[src/rtl/clock_pkg.sv]
// Shared definitions for the clock tick generator: speed-mode encodings,
// default speed-up factors and the divisor helper used for both the
// divisor table and the elaboration-time legality checks.
package clock_pkg;

  typedef enum logic [1:0] {
    MODE_X1 = 2'd0,
    MODE_S1 = 2'd1,
    MODE_S2 = 2'd2,
    MODE_S3 = 2'd3
  } mode_e;

  localparam int CLK_HZ_DEF  = 50_000_000;
  localparam int TICK_HZ_DEF = 1;
  localparam int SPD1_DEF    = 100;
  localparam int SPD2_DEF    = 500;
  localparam int SPD3_DEF    = 50000;

  // Last value of the seconds counter before it rolls over.
  localparam logic [5:0] SEC_LAST = 6'd59;

  // Clock cycles per tick period for a given speed-up factor.
  function automatic int div_of(input int clk_hz, input int tick_hz, input int spd);
    return clk_hz / tick_hz / spd;
  endfunction

  // A divisor is usable only if it is exact, even and at least 2, so that
  // the square wave has two equal, non-empty halves.
  function automatic bit div_ok(input int clk_hz, input int tick_hz, input int spd);
    int d;
    if (tick_hz <= 0 || spd <= 0) return 1'b0;
    d = div_of(clk_hz, tick_hz, spd);
    return (d * tick_hz * spd == clk_hz) && (d >= 2) && (d % 2 == 0);
  endfunction

endpackage

[src/rtl/clock_mod_cnt.sv]
// Modulo-N counter: counts 0..limit_i while enabled, then returns to 0.
// wrap_o is combinational and high in the cycle whose clock edge performs
// the wrap, so a consumer can register it as a pulse aligned with the
// counter returning to zero. clr_i has priority over en_i.
module clock_mod_cnt #(
  parameter int W = 8
) (
  input  logic         clk_i,
  input  logic         rst_i,
  input  logic         en_i,
  input  logic         clr_i,
  input  logic [W-1:0] limit_i,
  output logic [W-1:0] cnt_o,
  output logic         wrap_o
);

  logic [W-1:0] cnt_q, cnt_d;

  // Next count: clear wins, otherwise count up and fold back at the limit.
  // The >= keeps the counter bounded even if the limit drops below it.
  always_comb begin
    wrap_o = en_i && !clr_i && (cnt_q >= limit_i);
    cnt_d  = cnt_q;
    if (clr_i) begin
      cnt_d = '0;
    end else if (en_i) begin
      cnt_d = wrap_o ? '0 : cnt_q + W'(1);
    end
  end

  // Count register with asynchronous reset.
  always_ff @(posedge clk_i or posedge rst_i) begin
    if (rst_i) cnt_q <= '0;
    else       cnt_q <= cnt_d;
  end

  assign cnt_o = cnt_q;

endmodule

[src/rtl/clock_tick_gen.sv]
// Tick generator: divides the board clock down to a one-cycle tick and a
// 50 % square wave, with four run-time speed modes, pause and phase
// restart. The mode in effect is only swapped at a period boundary or a
// sync clear, so no period is ever truncated.
// Optional: define CLOCK_TICK_SEC_CNT_EN to add a mod-60 seconds counter
// (sec_cnt_out) and a minute pulse (min_tick_out).
//
// Handshake: none. en_in is a level enable (low freezes the phase),
// sync_clr_in is a level synchronous restart that beats en_in.
module clock_tick_gen
  import clock_pkg::*;
#(
  parameter int CLK_HZ  = CLK_HZ_DEF,
  parameter int TICK_HZ = TICK_HZ_DEF,
  parameter int SPD1    = SPD1_DEF,
  parameter int SPD2    = SPD2_DEF,
  parameter int SPD3    = SPD3_DEF
) (
  input  logic       clk_in_50M,
  input  logic       rst_in,
  input  logic       en_in,
  input  logic       sync_clr_in,
  input  logic [1:0] mode_in,
  output logic       tick_out,
  output logic       clk_out_sec,
  output logic [1:0] mode_act_out
`ifdef CLOCK_TICK_SEC_CNT_EN
  ,
  output logic [5:0] sec_cnt_out,
  output logic       min_tick_out
`endif
);

  localparam int DIV0 = div_of(CLK_HZ, TICK_HZ, 1);
  localparam int DIV1 = div_of(CLK_HZ, TICK_HZ, SPD1);
  localparam int DIV2 = div_of(CLK_HZ, TICK_HZ, SPD2);
  localparam int DIV3 = div_of(CLK_HZ, TICK_HZ, SPD3);

  // Mode 0 has the longest period, so its width covers every mode.
  localparam int CW = (DIV0 > 1) ? $clog2(DIV0) : 1;

  localparam logic [CW-1:0] LIM0  = CW'(DIV0 - 1);
  localparam logic [CW-1:0] LIM1  = CW'(DIV1 - 1);
  localparam logic [CW-1:0] LIM2  = CW'(DIV2 - 1);
  localparam logic [CW-1:0] LIM3  = CW'(DIV3 - 1);
  localparam logic [CW-1:0] HALF0 = CW'(DIV0 / 2 - 1);
  localparam logic [CW-1:0] HALF1 = CW'(DIV1 / 2 - 1);
  localparam logic [CW-1:0] HALF2 = CW'(DIV2 / 2 - 1);
  localparam logic [CW-1:0] HALF3 = CW'(DIV3 / 2 - 1);

  if (!div_ok(CLK_HZ, TICK_HZ, 1) || !div_ok(CLK_HZ, TICK_HZ, SPD1) ||
      !div_ok(CLK_HZ, TICK_HZ, SPD2) || !div_ok(CLK_HZ, TICK_HZ, SPD3)) begin : g_bad_div
    $error("clock_tick_gen: every divisor must be an exact even integer >= 2");
  end

  mode_e         mode_act_q, mode_act_d;
  logic          tick_q, tick_d;
  logic          sqw_q, sqw_d;
  logic [CW-1:0] limit, half;
  logic [CW-1:0] cnt;
  logic          main_wrap;

  // Period limit and half-period point of the mode currently in effect.
  always_comb begin
    limit = LIM0;
    half  = HALF0;
    case (mode_act_q)
      MODE_X1: begin limit = LIM0; half = HALF0; end
      MODE_S1: begin limit = LIM1; half = HALF1; end
      MODE_S2: begin limit = LIM2; half = HALF2; end
      MODE_S3: begin limit = LIM3; half = HALF3; end
      default: begin limit = LIM0; half = HALF0; end
    endcase
  end

  clock_mod_cnt #(.W(CW)) u_div_cnt (
    .clk_i   (clk_in_50M),
    .rst_i   (rst_in),
    .en_i    (en_in),
    .clr_i   (sync_clr_in),
    .limit_i (limit),
    .cnt_o   (cnt),
    .wrap_o  (main_wrap)
  );

  // Output next-state: tick on wrap, square wave rises at the half point
  // and falls on wrap, new mode latched only at wrap or clear.
  always_comb begin
    tick_d     = 1'b0;
    sqw_d      = sqw_q;
    mode_act_d = mode_act_q;
    if (sync_clr_in) begin
      sqw_d      = 1'b0;
      mode_act_d = mode_e'(mode_in);
    end else if (en_in) begin
      if (main_wrap) begin
        tick_d     = 1'b1;
        sqw_d      = 1'b0;
        mode_act_d = mode_e'(mode_in);
      end else if (cnt == half) begin
        sqw_d = 1'b1;
      end
    end
  end

  // Output registers with asynchronous reset.
  always_ff @(posedge clk_in_50M or posedge rst_in) begin
    if (rst_in) begin
      tick_q     <= 1'b0;
      sqw_q      <= 1'b0;
      mode_act_q <= MODE_X1;
    end else begin
      tick_q     <= tick_d;
      sqw_q      <= sqw_d;
      mode_act_q <= mode_act_d;
    end
  end

  assign tick_out     = tick_q;
  assign clk_out_sec  = sqw_q;
  assign mode_act_out = mode_act_q;

`ifdef CLOCK_TICK_SEC_CNT_EN
  logic [5:0] sec_cnt;
  logic       sec_wrap;
  logic       min_tick_q, min_tick_d;

  // Seconds advance once per tick-producing wrap of the main divider.
  clock_mod_cnt #(.W(6)) u_sec_cnt (
    .clk_i   (clk_in_50M),
    .rst_i   (rst_in),
    .en_i    (main_wrap),
    .clr_i   (sync_clr_in),
    .limit_i (SEC_LAST),
    .cnt_o   (sec_cnt),
    .wrap_o  (sec_wrap)
  );

  // Minute pulse lands on the same edge that returns seconds to 0.
  always_comb begin
    min_tick_d = sec_wrap && !sync_clr_in;
  end

  // Minute pulse register with asynchronous reset.
  always_ff @(posedge clk_in_50M or posedge rst_in) begin
    if (rst_in) min_tick_q <= 1'b0;
    else        min_tick_q <= min_tick_d;
  end

  assign sec_cnt_out  = sec_cnt;
  assign min_tick_out = min_tick_q;
`endif

endmodule

[config.mk]
export PLATFORM = sky130hd
export DESIGN_NAME = clock_tick_gen
export DESIGN_NICKNAME = d
export VERILOG_FILES = /design/src/rtl/clock_pkg.sv /design/src/rtl/clock_mod_cnt.sv /design/src/rtl/clock_tick_gen.sv
export SDC_FILE = /design/constraint.sdc
export NUM_CORES = 1
export LEC_CHECK = 0
export CAP_MARGIN = 20
export CORE_AREA = 2 2 85 87
export DETAILED_ROUTE_END_ITERATION = 7
export DIE_AREA = 0 0 87 89
export SKIP_CTS_REPAIR_TIMING = 1
export SLEW_MARGIN = 10
export SYNTH_ARGS = -nofsm -noshare
export SYNTH_HDL_FRONTEND = slang
export SYNTH_SLANG_ARGS = --single-unit
[constraint.sdc]
create_clock -name clk_in_50M -period 6.8 [get_ports clk_in_50M]
set_input_delay 1.36 -clock clk_in_50M [delete_from_list [all_inputs] [get_ports clk_in_50M]]
set_output_delay 1.36 -clock clk_in_50M [all_outputs]
set_load 0.02 [all_outputs]
==> reports/results.ini, run 1 <==
[timing]
max_freq_mhz=280
min_period_over_period_pct=52.6
worst_slew_pin_slew_ns=0.508
finClkSkew_ns=0.00744
period_minus_slack_ns=3.58
rsz0062_at_grt=no
slew_headroom_pct=66.1
hold_viol=0
setup_viol=0
maxSlewViolCount=0
setup_tns_ns=0

[synthesis]
syn_area_um2=2310
ys.flop_type=dfrtp_1
seq_area_frac_synth_pct=32.4
syn_inst=250
synth.area.top_cells=dfrtp_1, ha_1, nor2_1, xor2_1, xnor2_1
synth_nets=282
synth_top_cell_by_area=dfrtp_1
synth_top_area_share_pct=32.4
ys_ff_latch=30
synth-edff-count=0
async_flop_share_pct=100
syn_area_per_cell_um2=9.25
synth_cell_type_count=55
synth_warnings=0

[clock_network]
path_clk_slew_ns=0.06
clkLatencyLatePin_ns=0.28
clock-sinks=30
cts_buffers=5
clock_path_buffers=2
cts_tree=done
root_buffer=clkbuf_8
htree_levels=2

[die]
die_area_um2=7740
start_util_pct=34.4
die_h_um=89
fp.dieW_um=87
core_area_um2=6720
rows=30
ios=10

[setup_path]
r2r-end=mode_act_out[1]
worstPathMaxFanout=24
crit_buf_inv=2
regToRegStartpoint=mode_act_out[1]
reg2reg_depth=10
worstSetupPathType=reg -> reg
cp.required_ns=6.97
path_cells=inv_1, ha_1, inv_1, ha_1, a21o_1, a221o_1, a221oi_2, o22a_2, nand3_2, mux2_1
cp_slowest_stage_delay_ns=0.55
critPathTopFamily=compound AO/OA/AOI/OAI gates
r2r_setup_slack_ns=3.22
arrival_ns=3.74
slowest_stage=dfrtp_1
cp-end-kind=flip-flop
worst-path-stages=10
critPathLaunchType=flip-flop

[routing]
wirelength_mm=4.86
dr.pass1.iters=4
wire_per_inst_um=14.5
antenna_left=0
drt_iter0_drc=73
drcViolationCount=0
vias_per_cell=5.31
num_vias=1774

[power]
p_switching_uw=105
p_per_area_nw_per_um2=152
p_leak_nw=1.13
switching_share_pct=27.7
p_comb_share_pct=16.0
peakVddDrop_mv=0.0520
cellInternalPower_uw=276
seq_power_share_pct=48.6
clkPwrFrac_pct=35.5

[job]
cap_violations=0

[finish]
area_delta_synth_final_pct=8.44
antenna_cells=0
drive_gt1_share_pct=7.48
fill_cells=693
final_common_cell=nor2_1
layout_common_cells=nor2_1, dfrtp_1, ha_1, nand2_1, xor2_1
stdcell_count=334
fin_nets=286

[hold_path]
hold_path_class=reg -> reg
worstHoldEndpoint=clk_out_sec
worstHoldPathCells=2
hold_start=clk_out_sec

[place]
port_buffers=9
placed_cells=327
place_congestion=0.827
hpwl_mm=3.62

[global_routing]
grt_usage_pct=13.7
grt_pass1_vias=1721
antenna_found_initial=0
grt_max_degree=31
grt_overflow=0
grt_pass1_wl_mm=8.27

[status]
status=complete, no violations

## stage by stage
step | worst slack [ns] | utilization, % | hold slack [ns] | total power, mW | instance area (µm²)
5_1_grt | 2.95 | 37.3 | 0.582 | 0.401 | 2510
2_1_floorplan | 3.83 | - | 0.519 | 0.233 | 2310
6_report | 3.22 | 37.3 | 0.547 | 0.381 | 2510
3_3_place_gp | 3.29 | 36.2 | 0.539 | 0.249 | 2430
4_1_cts | 3.18 | 37.3 | 0.554 | 0.388 | 2510
3_5_place_dp | 3.19 | 36.2 | 0.523 | 0.249 | 2430
## tightest hold or removal path: cells and delay by family, from the launching register on
family           cells  cell delay, ns
flip-flops           1            0.36
AO/OA/AOI/OAI        1            0.06
AND/OR/NAND/NOR      1            0.08
## power groups by stage
stage,clock (mW),combinational [mW],sequential (mW)
floorplan,0,0.0443,0.188
detailed placement,0,0.0611,0.188
finish,0.135,0.0609,0.185
CTS,0.141,0.0618,0.185
global placement,0,0.0605,0.188
global route,0.146,0.0692,0.186
## cell usage after synthesis (5+ instances only)
| master | n |
|---|---|
| a21oi_1 | 5 |
| xnor2_1 | 11 |
| nand4_1 | 12 |
| nand2_1 | 16 |
| xor2_1 | 15 |
| ha_1 | 26 |
| nor2_1 | 36 |
| dfrtp_1 | 30 |
| inv_1 | 12 |
| buf_2 | 5 |
| and3_1 | 7 |
| nand3_1 | 7 |
## layout make-up
| cell class | instances | area, µm² | share of cell area, % |
|---|---|---|---|
| multi-input cells | 195 | 1440 | 57.4 |
| flip-flops and latches | 30 | 751 | 29.9 |
| well taps | 80 | 100 | 3.99 |
| repair buffers | 10 | 97.6 | 3.89 |
| clock buffers | 7 | 76.3 | 3.04 |
| inverters | 12 | 45.0 | 1.80 |
## logic make-up after synthesis
logic type	synth area share (%)
buffers and inverters	5.35
multiplexers	1.89
AO/OA/AOI/OAI	13.4
XOR/XNOR	9.84
AND/OR/NAND/NOR	23.0
flip-flops	32.4
adder cells (fa/ha/maj)	14.1
## routing by layer
layer	GRT usage, %	vias to the layer above	wire length [µm]
met1	18.5	851	2480
li1	-	899	-
met4	4.83	0	78
met5	0	-	0
met3	2.77	6	102
met2	21.8	18	2200
## registers in the layout, indices dropped and copies added, names as in the netlist
| name | flops |
|---|---|
| tick_out | 1 |
| u_div_cnt.cnt_o | 26 |
| mode_act_out | 2 |
| clk_out_sec | 1 |
## worst max path at each step
stage | startpoint | to | slack (ns)
6_report | mode_act_out[1] | mode_act_out[1] | 3.22
2_1_floorplan | mode_act_out[1] | mode_act_out[0] | 3.83
4_1_cts | mode_act_out[1] | mode_act_out[1] | 3.18
3_3_place_gp | mode_act_out[1] | mode_act_out[1] | 3.29
3_5_place_dp | mode_act_out[1] | mode_act_out[1] | 3.19
5_1_grt | mode_act_out[1] | mode_act_out[0] | 2.95
Note: power is estimated with default switching activity, not from simulation.
==> run 2: changes to the inputs <==
==> constraint.sdc (replaced) <==
create_clock -name clk_in_50M -period 2.9 [get_ports clk_in_50M]
set_input_delay 0.58 -clock clk_in_50M [delete_from_list [all_inputs] [get_ports clk_in_50M]]
set_output_delay 0.58 -clock clk_in_50M [all_outputs]
set_load 0.02 [all_outputs]
==> run 2 against run 1 <==
Clock power grew to 2.6 times the previous value. Combinational power rose to 2.8 times the previous value. Sequential cell count did not move. Cell count increased by 3.6%. Critical path depth unchanged. Sequential power increased by 130%. First-iteration DRC count fell by 18%. Hold slack worse by 0.0051 ns. Routed wire length grew 9.2%. Via count increased by 3.3%. Sequential share of layout area fell by 1.5 points. Setup slack worse by 3.1 ns.
==> reports/results.ini, run 2 (synthesis gave the netlist of run 1 again) <==
[setup_path]
regToRegStartpoint=mode_act_out[1]
cp.required_ns=3.07  ; -3.90 ns
cp-end-kind=flip-flop
r2r_setup_slack_ns=0.15  ; -3.08 ns
worstSetupPathType=reg -> reg
r2r-end=mode_act_out[1]
worstPathMaxFanout=7  ; -71%
arrival_ns=2.92  ; -0.82 ns
critPathLaunchType=flip-flop
reg2reg_depth=10  ; unchanged

[power]
switching_share_pct=28.1  ; +0.44 points
p_leak_nw=1.19  ; +5.6%
peakVddDrop_mv=0.145  ; +180%
cellInternalPower_uw=688  ; +150%
p_per_area_nw_per_um2=362  ; +140%
p_total_uw=956  ; +150%
clkPwrFrac_pct=37.2  ; +1.7 points
p_comb_share_pct=17.9  ; +1.9 points
seq_power_share_pct=44.9  ; -3.7 points
p_switching_uw=269  ; +150%

[finish]
drive_gt1_share_pct=14.3  ; +6.8 points
postLayoutCellArea_um2=2640  ; +5.3%
largest_register_ffs=26  ; unchanged
area_delta_synth_final_pct=14.2
fill_cells=647  ; -6.6%
antenna_cells=0  ; unchanged
final_common_cell=nor2_1
stdcell_count=346  ; +3.6%
fin_nets=297  ; +3.8%
layout_common_cells=nor2_1, dfrtp_1, ha_1, nand2_1, xor2_1

[routing]
antenna_left=0  ; unchanged
wirelength_mm=5.30  ; +9.2%
wire_per_inst_um=15.3  ; +5.5%
vias_per_cell=5.29  ; -0.31%
dr.pass1.iters=4  ; unchanged
drt_iter0_drc=60  ; -18%
drcViolationCount=0  ; unchanged
num_vias=1832  ; +3.3%

[job]
cap_violations=0  ; unchanged

[place]
dpl-instance-area_um2=2500  ; +2.8%
placed_cells=336  ; +2.8%
hpwl_mm=3.98  ; +10%
port_buffers=9  ; unchanged
place_congestion=0.765  ; -7.4%

[die]
ios=10  ; unchanged
fp.dieW_um=87  ; unchanged
start_util_pct=34.4  ; unchanged
die_area_um2=7740  ; unchanged
rows=30  ; unchanged
die_h_um=89  ; unchanged
core_area_um2=6720  ; unchanged

[clock_network]
root_buffer=clkbuf_8
htree_levels=2  ; unchanged
cts_tree=done
clock-sinks=30  ; unchanged
path_clk_slew_ns=0.07  ; about the same
clkLatencyLatePin_ns=0.29  ; about the same
cts_buffers=5  ; unchanged
clock_path_buffers=2  ; unchanged

[timing]
worst_slew_pin_slew_ns=0.413  ; -0.0947 ns
period_minus_slack_ns=2.75  ; -0.824 ns
hold_viol=0  ; unchanged
finClkSkew_ns=0.00842  ; +0.000986 ns
slew_headroom_pct=72.4  ; +6.3 points
maxSlewViolCount=0  ; unchanged
min_period_over_period_pct=94.9  ; +42 points
max_freq_mhz=363  ; +30%
setup_viol=0  ; unchanged

[global_routing]
antenna_found_initial=0  ; unchanged
grt_max_degree=31  ; unchanged
grt_usage_pct=14.5  ; +0.81 points
grt_overflow=0  ; unchanged
grt_pass1_wl_mm=8.67  ; +4.8%
grt_pass1_vias=1790  ; +4.0%

[hold_path]
worstHoldEndpoint=clk_out_sec
hold_path_class=reg -> reg
worstHoldPathCells=2  ; unchanged
hold_start=clk_out_sec

[status]
status=complete, no violations

## run 2: routing by layer
metal  GRT usage (%)  vias up  part of all wire (%)
met5               0        -                     0
met4            5.68        0                   2.0
met3            3.23       12                   2.7
met2            23.3       21                    46
met1            19.0      881                    49
li1                -      918                     -
## run 2: how the worst max path moves through the flow
stage | from | to | cells past startpoint
after floorplan | mode_act_out[0] | mode_act_out[1] | 10
after global placement | mode_act_out[1] | mode_act_out[1] | 11
after detailed placement | mode_act_out[1] | mode_act_out[1] | 11
after CTS | mode_act_out[1] | mode_act_out[1] | 11
after global routing | mode_act_out[1] | mode_act_out[1] | 11
final | mode_act_out[1] | mode_act_out[1] | 10
## run 2: cell type report
| type | count | area, µm² | share of cell area [%] |
|---|---|---|---|
| clock buffer | 7 | 86.3 | 3.27 |
| clock inverter | 1 | 5.00 | 0.189 |
| inverter | 12 | 45.0 | 1.70 |
| multi-input combinational | 195 | 1470 | 55.8 |
| sequential | 30 | 752 | 28.5 |
| tap | 80 | 100 | 3.79 |
| timing repair buffer | 21 | 180 | 6.82 |
## run 2: critical path: stages (launching register included)
cell	delay [ns]
dfrtp_2	0.41
inv_2	0.09
ha_1	0.19
inv_2	0.08
ha_1	0.32
a21o_1	0.18
a221o_1	0.33
a221oi_2	0.35
o22a_2	0.23
nand3_4	0.11
mux2_1	0.34
## run 2: per-stage QoR
| step | worst slack (ns) | utilization, % | TNS [ns] | hold WS (ns) |
|---|---|---|---|---|
| after floorplan | 0.0323 | - | 0 | 0.519 |
| after global placement | 0.126 | 37.2 | 0 | 0.528 |
| after detailed placement | -0.00489 | 37.2 | -0.00489 | 0.526 |
| after CTS | -0.0252 | 38.6 | -0.0255 | 0.547 |
| after global routing | -0.00425 | 39.3 | -0.00425 | 0.605 |
| final | 0.147 | 39.3 | 0 | 0.542 |
## run 2: power by group through the flow
stage | Sequential, mW | Clock, mW | Combinational [mW]
detailed placement | 0.437 | 0 | 0.165
finish | 0.429 | 0.356 | 0.171
CTS | 0.429 | 0.363 | 0.166
floorplan | 0.442 | 0 | 0.104
global placement | 0.436 | 0 | 0.162
global route | 0.430 | 0.383 | 0.192
==> edit 1: new RTL, flow settings as in run 2 <==
The package constant `CLK_HZ_DEF` goes from 50_000_000 to 25_000_000.
--- a/src/rtl/clock_pkg.sv
+++ b/src/rtl/clock_pkg.sv
@@ -11,5 +11,5 @@
   } mode_e;
 
-  localparam int CLK_HZ_DEF  = 50_000_000;
+  localparam int CLK_HZ_DEF  = 25_000_000;
   localparam int TICK_HZ_DEF = 1;
   localparam int SPD1_DEF    = 100;
Formal check against the unedited RTL: no difference found for any inputs over 10 cycles, from zero or initial values and one cycle with rst_in high; that may be too few to reach the edited logic, so the function may still have changed.
==> edit 1 against run 2 <==
Worst setup slack got worse by 0.10 ns. Final cell count increased by 3.5%. Design area increased by 0.90%. Power increased by 11%. Maximum frequency decreased by 3.6%. Routed wire length increased by 12%. Area after synthesis decreased by 1.6%. First-iteration DRC count increased by 120%. Die area unchanged. Sequential cell count decreased by 1.
==> edit 1: results (changes against run 2) <==
[min_path]
hold_path_class = flop to flop  ; unchanged
min_from = clk_out_sec  ; unchanged

[yosys]
ys_top_cells_by_count = dfrtp_1, ha_1, nor3_1  ; was nor2_1, dfrtp_1, ha_1
ys.flop_type = dfrtp_1  ; unchanged
synth.distinct_cells = 50  ; was 55
synth.net_count = 286  ; was 282
synth_warnings = 0  ; unchanged
ys_seq_area_share_pct = 31.89  ; was 32.45%
netlist_top_cells_area = dfrtp_1, ha_1, xor2_1  ; was dfrtp_1, ha_1, nor2_1
synthArstFlopShare_pct = 100.0  ; unchanged

[cts]
htreeDepth = 2  ; unchanged
numCtsBuffers = 5  ; unchanged
clk_path_buf_depth = 2  ; unchanged
path_clk_slew_ns = 0.07  ; about the same
clock_latency_ns = 0.28
cts_root_buf = clkbuf_8  ; unchanged

[worst_setup_path]
rr_worst_depth = 11  ; was 10
crit_path_start = mode_act_out[0]  ; was mode_act_out[1]
arrival_ns = 3.02  ; was 2.92 ns
crit_path_end = mode_act_out[1]  ; unchanged
critPathMaxFanout = 8  ; was 7
rrSetupSlack_ns = 0.04  ; was 0.15 ns

[pwr]
p_leak_nw = 1.123  ; was 1.192 nW
vdd_drop_max_v = 0.0003133  ; was 0.0001453 V
p_switching_mw = 0.2851  ; was 0.2686 mW

[global_route]
grt_pass1_wl_mm = 9.411  ; was 8.666 mm
antenna_found_initial = 0  ; unchanged
grt_max_degree = 30  ; was 31
grt_usage_pct = 15.65  ; was 14.51%
grt_pass1_vias = 1909  ; was 1790

[final_layout]
fill_cells = 661  ; was 647
largest_register_ffs = 25  ; was 26
drive_gt1_share_pct = 12.23  ; was 14.29%
nets = 305  ; was 297
antenna_cells = 0  ; unchanged

[detailed_routing]
drt_iter0_drc = 134  ; was 60
drt_wl_total_mm = 5.949  ; was 5.304 mm
vias_per_cell = 5.721  ; was 5.295
dr.pass1.iters = 4  ; unchanged

[place]
place_area_um2 = 2497  ; was 2501 um^2
post-dp-hpwl_mm = 4.193  ; was 3.982 mm
numPortBuffers = 9  ; unchanged
gp_congestion = 0.8943  ; was 0.7653

[sta]
final.setup_skew_ns = 0.003996  ; was 0.008425 ns
drv_slew = 0  ; unchanged
worstMarginPinSlew_ns = 0.5056  ; was 0.4132 ns

[status]
status = finished, final reports clean  ; unchanged

-- edit 1: worst max-delay path, cell delays in order, from the launching register on --
cell and delay [ns]:
dfrtp_1 0.36, inv_1 0.07, ha_1 0.21, inv_1 0.21
o21ai_1 0.16, ha_1 0.31, o21ai_0 0.16, a22oi_1 0.10
a211oi_1 0.35, o31a_2 0.33, nor2_1 0.08, or3b_1 0.38
-- edit 1: worst min path at each step --
stage / end / slack, ns / depth (start not counted)
floorplan: u_div_cnt.cnt_o[0] / 0.53 / 1
global placement: clk_out_sec / 0.58 / 2
detailed placement: clk_out_sec / 0.59 / 2
CTS: clk_out_sec / 0.61 / 2
global route: clk_out_sec / 0.65 / 2
finish: clk_out_sec / 0.60 / 2
-- edit 1: cell type report --
cell class / count / area share [%]
timing repair buffer: 25 / 8.353
clock inverter: 1 / 1.126
sequential: 29 / 27.26
multi-input combinational: 201 / 54.15
clock buffer: 7 / 3.238
tap: 80 / 3.754
inverter: 15 / 2.112
-- edit 1: cells by family after synthesis --
logic type               count (synthesis)  share of synthesized area, %
AND/OR/NAND/NOR                        110                         26.66
AO/OA/AOI/OAI                           41                         13.25
buffers and inverters                   30                         6.102
flip-flops                              29                         31.89
XOR/XNOR                                26                         10.01
adder cells (fa/ha/maj)                 22                         12.09
-- edit 1: power by group through the flow --
| stage | clock [mW] | sequential [mW] | combinational, mW |
|---|---|---|---|
| floorplan | 0 | 0.431 | 0.117 |
| global placement | 0 | 0.424 | 0.190 |
| detailed placement | 0 | 0.425 | 0.192 |
| CTS | 0.458 | 0.417 | 0.193 |
| global route | 0.479 | 0.418 | 0.217 |
| finish | 0.444 | 0.418 | 0.196 |
-- edit 1: metrics by stage --
stage / setup slack [ns] / cells / utilization (%) / hold slack (ns) / setup TNS (ns)
floorplan: 0.1145 / 258 / - / 0.5317 / 0
global placement: 0.007895 / 347 / 37.17 / 0.5818 / 0
detailed placement: -0.1011 / 347 / 37.17 / 0.5931 / -1.893
CTS: -0.1576 / 355 / 38.90 / 0.6107 / -2.994
global route: -0.08805 / 358 / 39.68 / 0.6506 / -0.7550
finish: 0.04460 / 358 / 39.68 / 0.6015 / 0
-- edit 1: metal layers --
| metal | vias up | GRT usage [%] | routed length, um |
|---|---|---|---|
| met2 | 44 | 25.68 | 2835 |
| met3 | 8 | 3.047 | 267 |
| met4 | 0 | 4.545 | 76 |
| met1 | 1007 | 21.01 | 2769 |
| li1 | 989 | - | - |
| met5 | - | 0 | 0 |
==> edit 2: new RTL, settings of run 2 <==
Made on the original files. The output `tick_out` loses its register stage (`tick_q` becomes a continuous assignment).
--- a/src/rtl/clock_tick_gen.sv
+++ b/src/rtl/clock_tick_gen.sv
@@ -107,13 +107,13 @@
   always_ff @(posedge clk_in_50M or posedge rst_in) begin
     if (rst_in) begin
-      tick_q     <= 1'b0;
       sqw_q      <= 1'b0;
       mode_act_q <= MODE_X1;
     end else begin
-      tick_q     <= tick_d;
       sqw_q      <= sqw_d;
       mode_act_q <= mode_act_d;
     end
   end
+
+  assign tick_q = tick_d;
 
   assign tick_out     = tick_q;
Check against the original RTL: same outputs for any inputs over 10 cycles, from zero or initial values and one cycle with rst_in high; that may be too few to reach the edited logic, so the function may still have changed.
==> edit 2 against run 2 <==
The flow now finishes with violations (setup timing). Sequential cell count decreased by 1. Routed wire length rose by 14%. Utilization rose by 7.1 points. Sequential power decreased by 3%. Die area is the same. Clock power fell by 1%. Clock skew down 0.0026 ns. Synthesized cell count fell by 0.40%. Critical endpoint is now tick_out. Power up 8.1%. Area after synthesis decreased by 1.1%. First-iteration DRC count up 47%. Worst setup slack worse by 0.41 ns. Critical path depth rose by 1. Design area increased by 18%.
==> edit 2: results (changes against run 2) <==
[yosys]
netlist_top_cells_area = dfrtp_1, ha_1, nor2_1  ; unchanged
synth.net_count = 281  ; was 282
syn_inst = 249  ; was 250
synthMuxAreaShare_pct = 1.914  ; was 1.893%
ys_seq_area_share_pct = 31.71  ; was 32.45%
synthAdderAreaFrac_pct = 14.22  ; was 14.06%
synthXorXnorAreaFrac_pct = 9.951  ; was 9.843%
ys_top_cells_by_count = nor2_1, dfrtp_1, ha_1  ; unchanged
synth_compound_area_share_pct = 13.50  ; was 13.36%

[place]
post-dp-hpwl_mm = 4.462  ; was 3.982 mm
dp_slack_ns = -0.5825  ; was -0.004893 ns
place_area_um2 = 2758  ; was 2501 um^2
gp_congestion = 0.8450  ; was 0.7653
placed_cells = 371  ; was 336

[sta]
tns_ns = -0.2623  ; was 0 ns
timing.final.ws_setup_ns = -0.2623  ; was 0.1469 ns
final.setup_skew_ns = 0.005826  ; was 0.008425 ns
setup_viol = 1  ; was 0
worstMarginPinSlew_ns = 0.4722  ; was 0.4132 ns

[worst_setup_path]
crit_family = compound AO/OA/AOI/OAI gates  ; unchanged
crit_path_end = tick_out  ; was mode_act_out[1]
rr_worst_depth = 14  ; was 10
cpPeakStageDelay_ns = 0.38  ; was 0.41 ns
critPathMaxFanout = 3  ; was 7
rrSetupSlack_ns = 0.09  ; was 0.15 ns

[pwr]
p_leak_nw = 1.410  ; was 1.192 nW
vdd_drop_max_v = 0.0001259  ; was 0.0001453 V

[final_layout]
fin_cells = 389  ; was 346
fill_cells = 654  ; was 647
final-seq-area_um2 = 726.9  ; was 752.0 um^2
drive_gt1_share_pct = 30.74  ; was 14.29%
nets = 340  ; was 297

[cts]
path_clk_slew_ns = 0.06

[detailed_routing]
drt_wl_total_mm = 6.028  ; was 5.304 mm
drt_iter0_drc = 88  ; was 60
wl_met1_mm = 2.771  ; was 2.604 mm
met2_length_mm = 3.012  ; was 2.450 mm
vias = 2021  ; was 1832

[global_route]
grt_pass1_wl_mm = 9.791  ; was 8.666 mm
grt_pass1_vias = 1966  ; was 1790
use_met2_pct = 28.31  ; was 23.32%
use_met3_pct = 2.493  ; was 3.232%
grt_max_degree = 30  ; was 31
met1_usage_pct = 21.38  ; was 19.04%
grt_usage_pct = 16.42  ; was 14.51%

[status]
violations = setup timing
status = finished, violations left  ; was finished, final reports clean

-- edit 2: changes by cell type in the layout (fill, tap and decap cells not counted), moves of 2 or more --
cell | before | now
inv_1 | 10 | 8
buf_6 | 0 | 3
buf_4 | 12 | 53
a21oi_1 | 5 | 3
a21oi_4 | 0 | 2
inv_4 | 0 | 2
ha_4 | 0 | 7
ha_2 | 0 | 2
ha_1 | 26 | 17
-- edit 2: worst min path at each step --
stage | startpoint | end | slack [ns] | cells after the start
2_1_floorplan | u_div_cnt.cnt_o[1] | u_div_cnt.cnt_o[1] | 0.52 | 1
3_3_place_gp | u_div_cnt.cnt_o[1] | u_div_cnt.cnt_o[1] | 0.55 | 1
3_5_place_dp | clk_out_sec | clk_out_sec | 0.54 | 2
4_1_cts | clk_out_sec | clk_out_sec | 0.57 | 2
5_1_grt | u_div_cnt.cnt_o[1] | u_div_cnt.cnt_o[1] | 0.60 | 1
6_report | u_div_cnt.cnt_o[1] | u_div_cnt.cnt_o[1] | 0.57 | 1
-- edit 2: power breakdown --
part / total [mW] / internal (mW) / switching [mW]
logic: 0.267 / 0.134 / 0.132
clock network: 0.351 / 0.193 / 0.158
registers: 0.416 / 0.410 / 0.00579
-- edit 2: area by class of cell --
class / instances / area share, %
flip-flops and latches: 29 / 23.30
well taps: 80 / 3.208
repair buffers: 65 / 17.04
multi-input cells: 195 / 51.96
inverters: 12 / 1.604
clock buffers: 8 / 2.887
-- edit 2: cells by family (layout without fill, tap and decap cells) --
family / after synthesis / in the layout
AO/OA/AOI/OAI: 36 / 36
buffers and inverters: 25 / 85
AND/OR/NAND/NOR: 103 / 103
XOR/XNOR: 26 / 26
multiplexers: 4 / 4
flip-flops: 29 / 29
adder cells (fa/ha/maj): 26 / 26
